## src/rtl/encap_result_uart_if.sv

```systemverilog
// Read-port bundle between encap_result_uart (master) and the encap C0/C1/K stores (slave).
// Each store returns the addressed 32-bit word one cycle after its read enable.
interface encap_result_uart_if #(
    parameter int C0_AW = 5
);
    logic              rd_C0;
    logic [C0_AW-1:0]  C0_addr;
    logic [31:0]       C0_out;
    logic              rd_C1;
    logic [2:0]        C1_addr;
    logic [31:0]       C1_out;
    logic              rd_K;
    logic [2:0]        K_addr;
    logic [31:0]       K_out;

    modport master (
        output rd_C0, C0_addr, rd_C1, C1_addr, rd_K, K_addr,
        input  C0_out, C1_out, K_out
    );

    modport slave (
        input  rd_C0, C0_addr, rd_C1, C1_addr, rd_K, K_addr,
        output C0_out, C1_out, K_out
    );
endinterface

```

## src/rtl/encap_result_uart.sv

```systemverilog
// encap_result_uart: drains C0, C1 and K after encapsulation and streams them MSB byte
// first over an 8N1 UART. The next word is fetched while the last byte of the current
// word is on the line, so bytes leave back-to-back.
// Optional build macro ENCAP_UART_FRAME_EN: wraps the payload as 0xA5, payload, XOR checksum.
module encap_result_uart #(
    parameter int parameter_set = 1,
    parameter int CLOCK_FPGA    = 100000000,
    parameter int BAUD_RATE     = 115200
) (
    input  logic                 clk,
    input  logic                 rst,
    input  logic                 done,
    encap_result_uart_if.master  mem,
    output logic                 uart_tx,
    output logic                 busy,
    output logic                 tx_done
);
    localparam int m            = (parameter_set == 1) ? 12 : 13;
    localparam int t            = (parameter_set == 1) ? 64 : (parameter_set == 2) ? 96 :
                                  (parameter_set == 4) ? 119 : 128;
    localparam int C0_WORDS     = (m * t + 31) / 32;
    localparam int C0_AW        = $clog2(C0_WORDS);
    localparam int CLKS_PER_BIT = CLOCK_FPGA / BAUD_RATE;
    localparam int BW           = $clog2(CLKS_PER_BIT);
    localparam logic [C0_AW-1:0] C0_LAST   = C0_AW'(C0_WORDS - 1);
    localparam logic [BW-1:0]    BAUD_LAST = BW'(CLKS_PER_BIT - 1);

    typedef enum logic [2:0] {
        ST_IDLE, ST_SYNC, ST_REQ, ST_WAIT, ST_LATCH, ST_SEND, ST_CSUM, ST_FINISH
    } state_t;

    localparam logic [1:0] SEC_C0 = 2'd0;
    localparam logic [1:0] SEC_C1 = 2'd1;
    localparam logic [1:0] SEC_K  = 2'd2;

`ifdef ENCAP_UART_FRAME_EN
    localparam state_t ST_FIRST = ST_SYNC;
    localparam state_t ST_TAIL  = ST_CSUM;
`else
    localparam state_t ST_FIRST = ST_REQ;
    localparam state_t ST_TAIL  = ST_FINISH;
`endif

    state_t             state_r, state_next_s;
    logic [1:0]         sect_r, sect_next_s;
    logic [C0_AW-1:0]   c0_addr_r;
    logic [2:0]         c1_addr_r, k_addr_r;
    logic [31:0]        word_r, rd_data_s;
    logic [1:0]         byte_sel_r;
    logic               done_q_r, start_s, sect_last_s, word_end_s;
    logic               rd_c0_r, rd_c1_r, rd_k_r, rd_c0_d_s, rd_c1_d_s, rd_k_d_s;
    logic               busy_r, tx_done_r, uart_tx_r;
    logic               tx_active_r, frame_end_s, load_s, byte_avail_s;
    logic [3:0]         bit_idx_r;
    logic [BW-1:0]      baud_cnt_r;
    logic [9:0]         frame_r;
    logic [7:0]         byte_data_s;
`ifdef ENCAP_UART_FRAME_EN
    logic [7:0]         csum_r;
`endif

    assign start_s     = done & ~done_q_r;
    assign frame_end_s = tx_active_r & (bit_idx_r == 4'd9) & (baud_cnt_r == BAUD_LAST);
    assign load_s      = byte_avail_s & (~tx_active_r | frame_end_s);
    assign word_end_s  = (state_r == ST_SEND) & load_s & (byte_sel_r == 2'd3);

    assign mem.rd_C0   = rd_c0_r;
    assign mem.C0_addr = c0_addr_r;
    assign mem.rd_C1   = rd_c1_r;
    assign mem.C1_addr = c1_addr_r;
    assign mem.rd_K    = rd_k_r;
    assign mem.K_addr  = k_addr_r;
    assign uart_tx     = uart_tx_r;
    assign busy        = busy_r;
    assign tx_done     = tx_done_r;

    // Last word of the current section and the read data of that section
    always_comb begin
        case (sect_r)
            SEC_C0:  begin sect_last_s = (c0_addr_r == C0_LAST); rd_data_s = mem.C0_out; end
            SEC_C1:  begin sect_last_s = (c1_addr_r == 3'd7);    rd_data_s = mem.C1_out; end
            SEC_K:   begin sect_last_s = (k_addr_r == 3'd7);     rd_data_s = mem.K_out;  end
            default: begin sect_last_s = 1'b1;                   rd_data_s = 32'h0;      end
        endcase
    end

    // State register, section pointer and done edge detector
    always_ff @(posedge clk or negedge rst) begin
        if (!rst) begin
            state_r  <= ST_IDLE;
            sect_r   <= SEC_C0;
            done_q_r <= 1'b0;
        end else begin
            state_r  <= state_next_s;
            sect_r   <= sect_next_s;
            done_q_r <= done;
        end
    end

    // Next-state logic: fetch/send loop over C0, C1, K
    always_comb begin
        state_next_s = state_r;
        sect_next_s  = sect_r;
        case (state_r)
            ST_IDLE: begin
                if (start_s) begin
                    state_next_s = ST_FIRST;
                    sect_next_s  = SEC_C0;
                end else begin
                    state_next_s = ST_IDLE;
                end
            end
`ifdef ENCAP_UART_FRAME_EN
            ST_SYNC:  state_next_s = load_s ? ST_REQ : ST_SYNC;
            ST_CSUM:  state_next_s = load_s ? ST_FINISH : ST_CSUM;
`endif
            ST_REQ:   state_next_s = ST_WAIT;
            ST_WAIT:  state_next_s = ST_LATCH;
            ST_LATCH: state_next_s = ST_SEND;
            ST_SEND: begin
                if (word_end_s && sect_last_s && (sect_r == SEC_K)) begin
                    state_next_s = ST_TAIL;
                    sect_next_s  = SEC_C0;
                end else if (word_end_s && sect_last_s) begin
                    state_next_s = ST_REQ;
                    sect_next_s  = sect_r + 2'd1;
                end else if (word_end_s) begin
                    state_next_s = ST_REQ;
                end else begin
                    state_next_s = ST_SEND;
                end
            end
            ST_FINISH: state_next_s = frame_end_s ? ST_IDLE : ST_FINISH;
            default:   state_next_s = ST_IDLE;
        endcase
    end

    // Output decode: byte offered to the transmitter and next-cycle read enables
    always_comb begin
        byte_avail_s = 1'b0;
        byte_data_s  = 8'h00;
        case (state_r)
            ST_SEND: begin
                byte_avail_s = 1'b1;
                case (byte_sel_r)
                    2'd0:    byte_data_s = word_r[31:24];
                    2'd1:    byte_data_s = word_r[23:16];
                    2'd2:    byte_data_s = word_r[15:8];
                    default: byte_data_s = word_r[7:0];
                endcase
            end
`ifdef ENCAP_UART_FRAME_EN
            ST_SYNC: begin byte_avail_s = 1'b1; byte_data_s = 8'hA5;  end
            ST_CSUM: begin byte_avail_s = 1'b1; byte_data_s = csum_r; end
`endif
            default: begin byte_avail_s = 1'b0; byte_data_s = 8'h00; end
        endcase
        rd_c0_d_s = (state_next_s == ST_REQ) & (sect_next_s == SEC_C0);
        rd_c1_d_s = (state_next_s == ST_REQ) & (sect_next_s == SEC_C1);
        rd_k_d_s  = (state_next_s == ST_REQ) & (sect_next_s == SEC_K);
    end

    // Registered read enables, high only during REQ
    always_ff @(posedge clk or negedge rst) begin
        if (!rst) begin
            rd_c0_r <= 1'b0;
            rd_c1_r <= 1'b0;
            rd_k_r  <= 1'b0;
        end else begin
            rd_c0_r <= rd_c0_d_s;
            rd_c1_r <= rd_c1_d_s;
            rd_k_r  <= rd_k_d_s;
        end
    end

    // Word addresses, captured word and byte pointer; a section's address returns to 0 when it ends
    always_ff @(posedge clk or negedge rst) begin
        if (!rst) begin
            c0_addr_r  <= {C0_AW{1'b0}};
            c1_addr_r  <= 3'd0;
            k_addr_r   <= 3'd0;
            word_r     <= 32'h0;
            byte_sel_r <= 2'd0;
        end else if ((state_r == ST_IDLE) && start_s) begin
            c0_addr_r  <= {C0_AW{1'b0}};
            c1_addr_r  <= 3'd0;
            k_addr_r   <= 3'd0;
            byte_sel_r <= 2'd0;
        end else if (state_r == ST_LATCH) begin
            word_r     <= rd_data_s;
            byte_sel_r <= 2'd0;
        end else if ((state_r == ST_SEND) && load_s) begin
            byte_sel_r <= byte_sel_r + 2'd1;
            if (word_end_s) begin
                case (sect_r)
                    SEC_C0:  c0_addr_r <= sect_last_s ? {C0_AW{1'b0}} : c0_addr_r + {{(C0_AW-1){1'b0}}, 1'b1};
                    SEC_C1:  c1_addr_r <= sect_last_s ? 3'd0 : c1_addr_r + 3'd1;
                    SEC_K:   k_addr_r  <= sect_last_s ? 3'd0 : k_addr_r + 3'd1;
                    default: c0_addr_r <= {C0_AW{1'b0}};
                endcase
            end
        end
    end

`ifdef ENCAP_UART_FRAME_EN
    // Running XOR of every payload byte handed to the transmitter
    always_ff @(posedge clk or negedge rst) begin
        if (!rst) begin
            csum_r <= 8'h00;
        end else if ((state_r == ST_IDLE) && start_s) begin
            csum_r <= 8'h00;
        end else if ((state_r == ST_SEND) && load_s) begin
            csum_r <= csum_r ^ byte_data_s;
        end
    end
`endif

    // 8N1 transmitter: loads a new frame in the last cycle of the previous stop bit
    always_ff @(posedge clk or negedge rst) begin
        if (!rst) begin
            tx_active_r <= 1'b0;
            frame_r     <= 10'h3FF;
            bit_idx_r   <= 4'd0;
            baud_cnt_r  <= {BW{1'b0}};
            uart_tx_r   <= 1'b1;
        end else if (load_s) begin
            tx_active_r <= 1'b1;
            frame_r     <= {1'b1, byte_data_s, 1'b0};
            bit_idx_r   <= 4'd0;
            baud_cnt_r  <= {BW{1'b0}};
            uart_tx_r   <= 1'b0;
        end else if (tx_active_r && (baud_cnt_r == BAUD_LAST)) begin
            baud_cnt_r <= {BW{1'b0}};
            if (bit_idx_r == 4'd9) begin
                tx_active_r <= 1'b0;
                uart_tx_r   <= 1'b1;
            end else begin
                bit_idx_r <= bit_idx_r + 4'd1;
                frame_r   <= {1'b1, frame_r[9:1]};
                uart_tx_r <= frame_r[1];
            end
        end else if (tx_active_r) begin
            baud_cnt_r <= baud_cnt_r + {{(BW-1){1'b0}}, 1'b1};
        end else begin
            uart_tx_r <= 1'b1;
        end
    end

    // busy spans start edge to end of last stop bit; tx_done pulses as busy falls
    always_ff @(posedge clk or negedge rst) begin
        if (!rst) begin
            busy_r    <= 1'b0;
            tx_done_r <= 1'b0;
        end else begin
            tx_done_r <= (state_r == ST_FINISH) & frame_end_s;
            if ((state_r == ST_IDLE) && start_s) begin
                busy_r <= 1'b1;
            end else if ((state_r == ST_FINISH) && frame_end_s) begin
                busy_r <= 1'b0;
            end else begin
                busy_r <= busy_r;
            end
        end
    end
endmodule

```

## src/flat_wrapper.sv

```systemverilog
// flat-port wrapper written by rule: the top's interface ports become plain ports
module encap_result_uart_flat 
#(
    parameter int parameter_set = 1,
    parameter int CLOCK_FPGA    = 100000000,
    parameter int BAUD_RATE     = 115200
)
  (clk, rst, done, uart_tx, busy, tx_done, mem_rd_C0, mem_C0_addr, mem_rd_C1, mem_C1_addr, mem_rd_K, mem_K_addr, mem_C0_out, mem_C1_out, mem_K_out);
  encap_result_uart_if #(.C0_AW(5)) mem_i ();
  input  logic clk;
  input  logic rst;
  input  logic done;
  output logic uart_tx;
  output logic busy;
  output logic tx_done;
  output wire logic [$bits(mem_i.rd_C0)-1:0] mem_rd_C0;
  output wire logic [$bits(mem_i.C0_addr)-1:0] mem_C0_addr;
  output wire logic [$bits(mem_i.rd_C1)-1:0] mem_rd_C1;
  output wire logic [$bits(mem_i.C1_addr)-1:0] mem_C1_addr;
  output wire logic [$bits(mem_i.rd_K)-1:0] mem_rd_K;
  output wire logic [$bits(mem_i.K_addr)-1:0] mem_K_addr;
  input wire logic [$bits(mem_i.C0_out)-1:0] mem_C0_out;
  input wire logic [$bits(mem_i.C1_out)-1:0] mem_C1_out;
  input wire logic [$bits(mem_i.K_out)-1:0] mem_K_out;
  assign mem_rd_C0 = mem_i.rd_C0;
  assign mem_C0_addr = mem_i.C0_addr;
  assign mem_rd_C1 = mem_i.rd_C1;
  assign mem_C1_addr = mem_i.C1_addr;
  assign mem_rd_K = mem_i.rd_K;
  assign mem_K_addr = mem_i.K_addr;
  assign mem_i.C0_out = mem_C0_out;
  assign mem_i.C1_out = mem_C1_out;
  assign mem_i.K_out = mem_K_out;
  encap_result_uart #(.parameter_set(parameter_set), .CLOCK_FPGA(CLOCK_FPGA), .BAUD_RATE(BAUD_RATE)) u_core (.clk(clk), .rst(rst), .done(done), .mem(mem_i), .uart_tx(uart_tx), .busy(busy), .tx_done(tx_done));
endmodule
```

## config.mk

```make
export PLATFORM = sky130hd
export DESIGN_NAME = encap_result_uart_flat
export DESIGN_NICKNAME = d
export VERILOG_FILES = /design/src/rtl/encap_result_uart_if.sv /design/src/rtl/encap_result_uart.sv /design/src/flat_wrapper.sv
export SDC_FILE = /design/constraint.sdc
export NUM_CORES = 1
export LEC_CHECK = 0
export CAP_MARGIN = 20
export CORE_ASPECT_RATIO = 1.75
export CORE_MARGIN = 3
export CORE_UTILIZATION = 35
export CTS_CLUSTER_DIAMETER = 200
export DETAILED_ROUTE_END_ITERATION = 6
export GPL_TIMING_DRIVEN = 0
export PLACE_DENSITY_LB_ADDON = 0.12
export SETUP_SLACK_MARGIN = 0.1
export SYNTH_ARGS = -nofsm -noshare
export SYNTH_HDL_FRONTEND = slang
export SYNTH_SLANG_ARGS = --single-unit
```

## constraint.sdc

```tcl
create_clock -name clk -period 2 [get_ports clk]
set_input_delay 0.4 -clock clk [delete_from_list [all_inputs] [get_ports clk]]
set_output_delay 0.4 -clock clk [all_outputs]
set_load 0.05 [all_outputs]
```

==> impl_metrics.env <==
export IMPL_outcome="finished, violations left"
export IMPL_failed_checks="setup timing"
export IMPL_drt_wirelength_per_cell_um=17.5
export IMPL_synth_cell_area_um2=4210
export IMPL_synth_ff_latch_count=80
export IMPL_tritoncts="done"
export IMPL_skew_ps=5.54
export IMPL_core_area_um2=11600
export IMPL_power_density_nw_per_um2=589
export IMPL_post_route_period_util_pct=101
export IMPL_power_static_leakage_nw=2.68
export IMPL_layout_drive_gt1_share_pct=20.5
export IMPL_wire_length_of_the_first_global_routing_pass_um=19700
export IMPL_synth_compound_area_share_pct=21.0
export IMPL_finalWeightedCongestion=0.833
export IMPL_synth_main_ff_cell="sky130_fd_sc_hd__dfrtp_1"
export IMPL_die_w_um=88.9
export IMPL_die_area_um2=13400
export IMPL_design_final_nets=689
export IMPL_pin_count_of_the_biggest_net_entering_global_routing=60
export IMPL_unrepaired_setup_endpoints_after_global_routing="yes"
export IMPL_cts_clk_slew_worst_paths_ps=60
export IMPL_finalCoreUtilization_pct=54.7
export IMPL_residual_antenna_violating_net_count_after_detailed_routing=0
export IMPL_synthSimpleGateAreaFrac_pct=16.7
export IMPL_final_setup_worst_slack_ps=-10.7
export IMPL_drtIter0Drc=300
export IMPL_fp_dieH_um=151
export IMPL_yosys_area_share_xor_xnor_pct=2.49
export IMPL_critical_path_top_delay_family="compound AO/OA/AOI/OAI gates"
export IMPL_drtPass1Iterations=5
export IMPL_wirelength_um=12500
export IMPL_core_rowCount=52
export IMPL_cts_max_path_buffers=2
export IMPL_type_of_the_most_critical_hold_path="flop to flop"
export IMPL_pin_count=116
export IMPL_filler_cell_count=1055
export IMPL_via_per_inst=5.43
export IMPL_htreeDepth=3
export IMPL_grt_pass1_vias=4107
export IMPL_ys_async_sr_fraction_pct=100
export IMPL_required_ps=2250
export IMPL_final_max_slew_viol_count=0
export IMPL_place_hpwl_um=9470
export IMPL_power_ir_vdd_worst_mv=0.394
export IMPL_synthAdderAreaFrac_pct=4.46
export IMPL_synthesis_instances=427
export IMPL_hold_viol_final=0
export IMPL_timing_final_crit_period_ps=2010
export IMPL_cts_made_buffers=9
export IMPL_final_hold_worst_slack_ps=473
export IMPL_synth_top_family_by_area="compound AO/OA/AOI/OAI gates"
export IMPL_synth_yosys_seq_area_share_pct=47.8
export IMPL_totalNegativeSetupSlack_ps=-17.0
export IMPL_overflow=0
export IMPL_cp_buffers_inverters=2
export IMPL_antenna_violations_before_repair=0
export IMPL_crit_fanout=3
export IMPL_post_synth_top_area_cell="sky130_fd_sc_hd__dfrtp_1"
export IMPL_synth_mux_area_share_pct=3.24
export IMPL_crit_path_cell_trace="nor4b_4 -> a41o_4 -> buf_6 -> buf_4 -> a21oi_2 -> a311o_1 -> nor3b_2"
export IMPL_grt_total_usage_pct=19.1
export IMPL_drt_drc_violations_left=0
export IMPL_max_clock_freq_ghz=0.497
export IMPL_preCtsSetupSlack_ps=-250
export IMPL_setup_worst_path_class="flop to flop"
export IMPL_mappedNetlistNets=541
export IMPL_maxSlewHeadroom_pct=61.2
export IMPL_cp_slowest_cell="sky130_fd_sc_hd__dfrtp_2"
export IMPL_num_antenna_cells=0
export IMPL_ys_warn_count=0
export IMPL_synth_distinct_cells=46
export IMPL_netlist_top_cells_area="sky130_fd_sc_hd__dfrtp_1 42%, sky130_fd_sc_hd__a222oi_1 9.5%, sky130_fd_sc_hd__dfstp_2 5.6%, sky130_fd_sc_hd__nand2_1 5.6%, sky130_fd_sc_hd__o21ai_0 5.2%"
export IMPL_synth_top_area_share_pct=42.2
export IMPL_clock_latency_ps=330
export IMPL_clock_sinks=80
export IMPL_setup_viol_count_final=2
export IMPL_drv_cap=0
export IMPL_routed_via_count=3879
export IMPL_max_slew_worst_pin_slew_ps=582
export IMPL_area_delta_synth_final_pct=51.1
export IMPL_syn_mean_instance_area_um2=9.87
export IMPL_worstSetupEndpointType="flop"
export IMPL_start_util_pct=36.2
export IMPL_ctsRootBufferMaster="sky130_fd_sc_hd__clkbuf_16"
export IMPL_timing_critical_path_arrival_ps=2260
export IMPL_number_of_enable_flip_flop_cells_after_synthesis=0
export IMPL_io_buffer_count=115
export IMPL_critPathLaunchType="flop"
export IMPL_cpPeakStageDelay_ps=430
## cells by family (layout without fill, tap and decap cells)
logic type      Yosys count  after routing
buf+inv                  47            200
flops                    80             80
compound gates          122            122
simple gates            140            140
fa+ha+maj                15             15
mux                      11             11
xor+xnor                 12             12
## state kept, by name, indices dropped and copies added, names as in the netlist, 3 cells and up
register            cells
u_core.frame_r          8
u_core.mem.K_addr       3
u_core.mem.C0_addr      5
u_core.bit_idx_r        4
u_core.word_r          32
u_core.state_r          3
u_core.baud_cnt_r      10
u_core.mem.C1_addr      3
## power breakdown
group,internal [mW],switching (mW),total (mW)
logic,0.173,0.0615,0.234
registers,1.62,0.000404,1.62
clock network,1.25,0.641,1.89
total,3.05,0.703,3.75
## per-layer routing
metal	global-route usage, %	vias up	routed length [µm]
met5	0	-	0
met4	6.63	0	228
met3	2.83	13	472
met2	37.5	118	7290
met1	19.8	1857	4560
li1	-	1891	-
## through the flow
stage	power, mW	area, µm²	cells
after floorplan	1.65	4250	427
after global placement	1.87	5570	677
after detailed placement	1.88	5600	678
after CTS	3.79	6120	705
after global routing	3.87	6370	715
final	3.75	6370	715
## final timing paths
kind,from,endpoint,slack (ps),depth (start not counted)
worst max-delay path,u_core.baud_cnt_r[2]$_DFFE_PN0P_,u_core.mem.rd_K$_DFF_PN0_,-10,7
max in group asynchronous,rst,u_core.frame_r[7]$_DFFE_PN1P_,830,3
worst max register to register,u_core.baud_cnt_r[2]$_DFFE_PN0P_,u_core.mem.rd_K$_DFF_PN0_,-10,7
worst min-delay path,u_core.word_r[2]$_DFFE_PN0P_,u_core.word_r[2]$_DFFE_PN0P_,470,2
min in group asynchronous,rst,u_core.mem.C0_addr[4]$_DFFE_PN0P_,510,2
worst min register to register,u_core.word_r[2]$_DFFE_PN0P_,u_core.word_r[2]$_DFFE_PN0P_,470,2
## placed cells by master, fill, tap and decap left out, drive strengths merged, types with 6 or more instances in the layout
cell type | synthesis | final
clkdlybuf4s50 | 0 | 101
dfrtp | 71 | 71
nand2 | 63 | 63
o21ai | 46 | 46
a222oi | 40 | 40
buf | 3 | 35
clkbuf | 26 | 27
nor2 | 20 | 20
a21oi | 17 | 17
inv | 17 | 17
ha | 15 | 15
nand2b | 14 | 14
dlygate4sd2 | 0 | 12
nand4 | 10 | 10
mux2i | 10 | 10
dfstp | 9 | 9
xor2 | 8 | 8
nand3 | 8 | 8
and3 | 6 | 6
nor3 | 6 | 6
## what timing repair did
| action | in CTS | in global routing |
|---|---|---|
| endpoints found under the hold margin | 21 | 0 |
| setup buffers | 13 | 13 |
| gates cloned | 0 | 0 |
| pin swaps | 12 | 16 |
| endpoints found under the setup margin | 80 | 70 |
| resized for setup | 43 | 61 |
| hold buffers | 1 | 0 |
## synthesized netlist by cell type (all sizes together) (3+ instances only)
master,count
dfrtp,71
nand2,63
o21ai,46
a222oi,40
clkbuf,26
nor2,20
a21oi,17
inv,17
ha,15
nand2b,14
mux2i,10
nand4,10
dfstp,9
nand3,8
xor2,8
and3,6
nor3,6
xnor2,4
a31oi,3
and2,3
buf,3
o211ai,3
o2bb2ai,3
## area by class of cell
| type | count | area (µm²) | area share (%) |
|---|---|---|---|
| well taps | 135 | 169 | 2.65 |
| plain buffers | 23 | 141 | 2.22 |
| flip-flops and latches | 80 | 2020 | 31.7 |
| inverters | 18 | 67.6 | 1.06 |
| multi-input cells | 300 | 2230 | 35.1 |
| repair buffers | 143 | 1390 | 21.8 |
| clock inverters | 5 | 104 | 1.63 |
| clock buffers | 11 | 243 | 3.81 |
## worst min-delay path: stages (launching register included)
cell                      delay (ps)
sky130_fd_sc_hd__dfrtp_1         330
sky130_fd_sc_hd__nand2_1          50
sky130_fd_sc_hd__o21ai_0          60
Power figures use the tool's default switching activity.
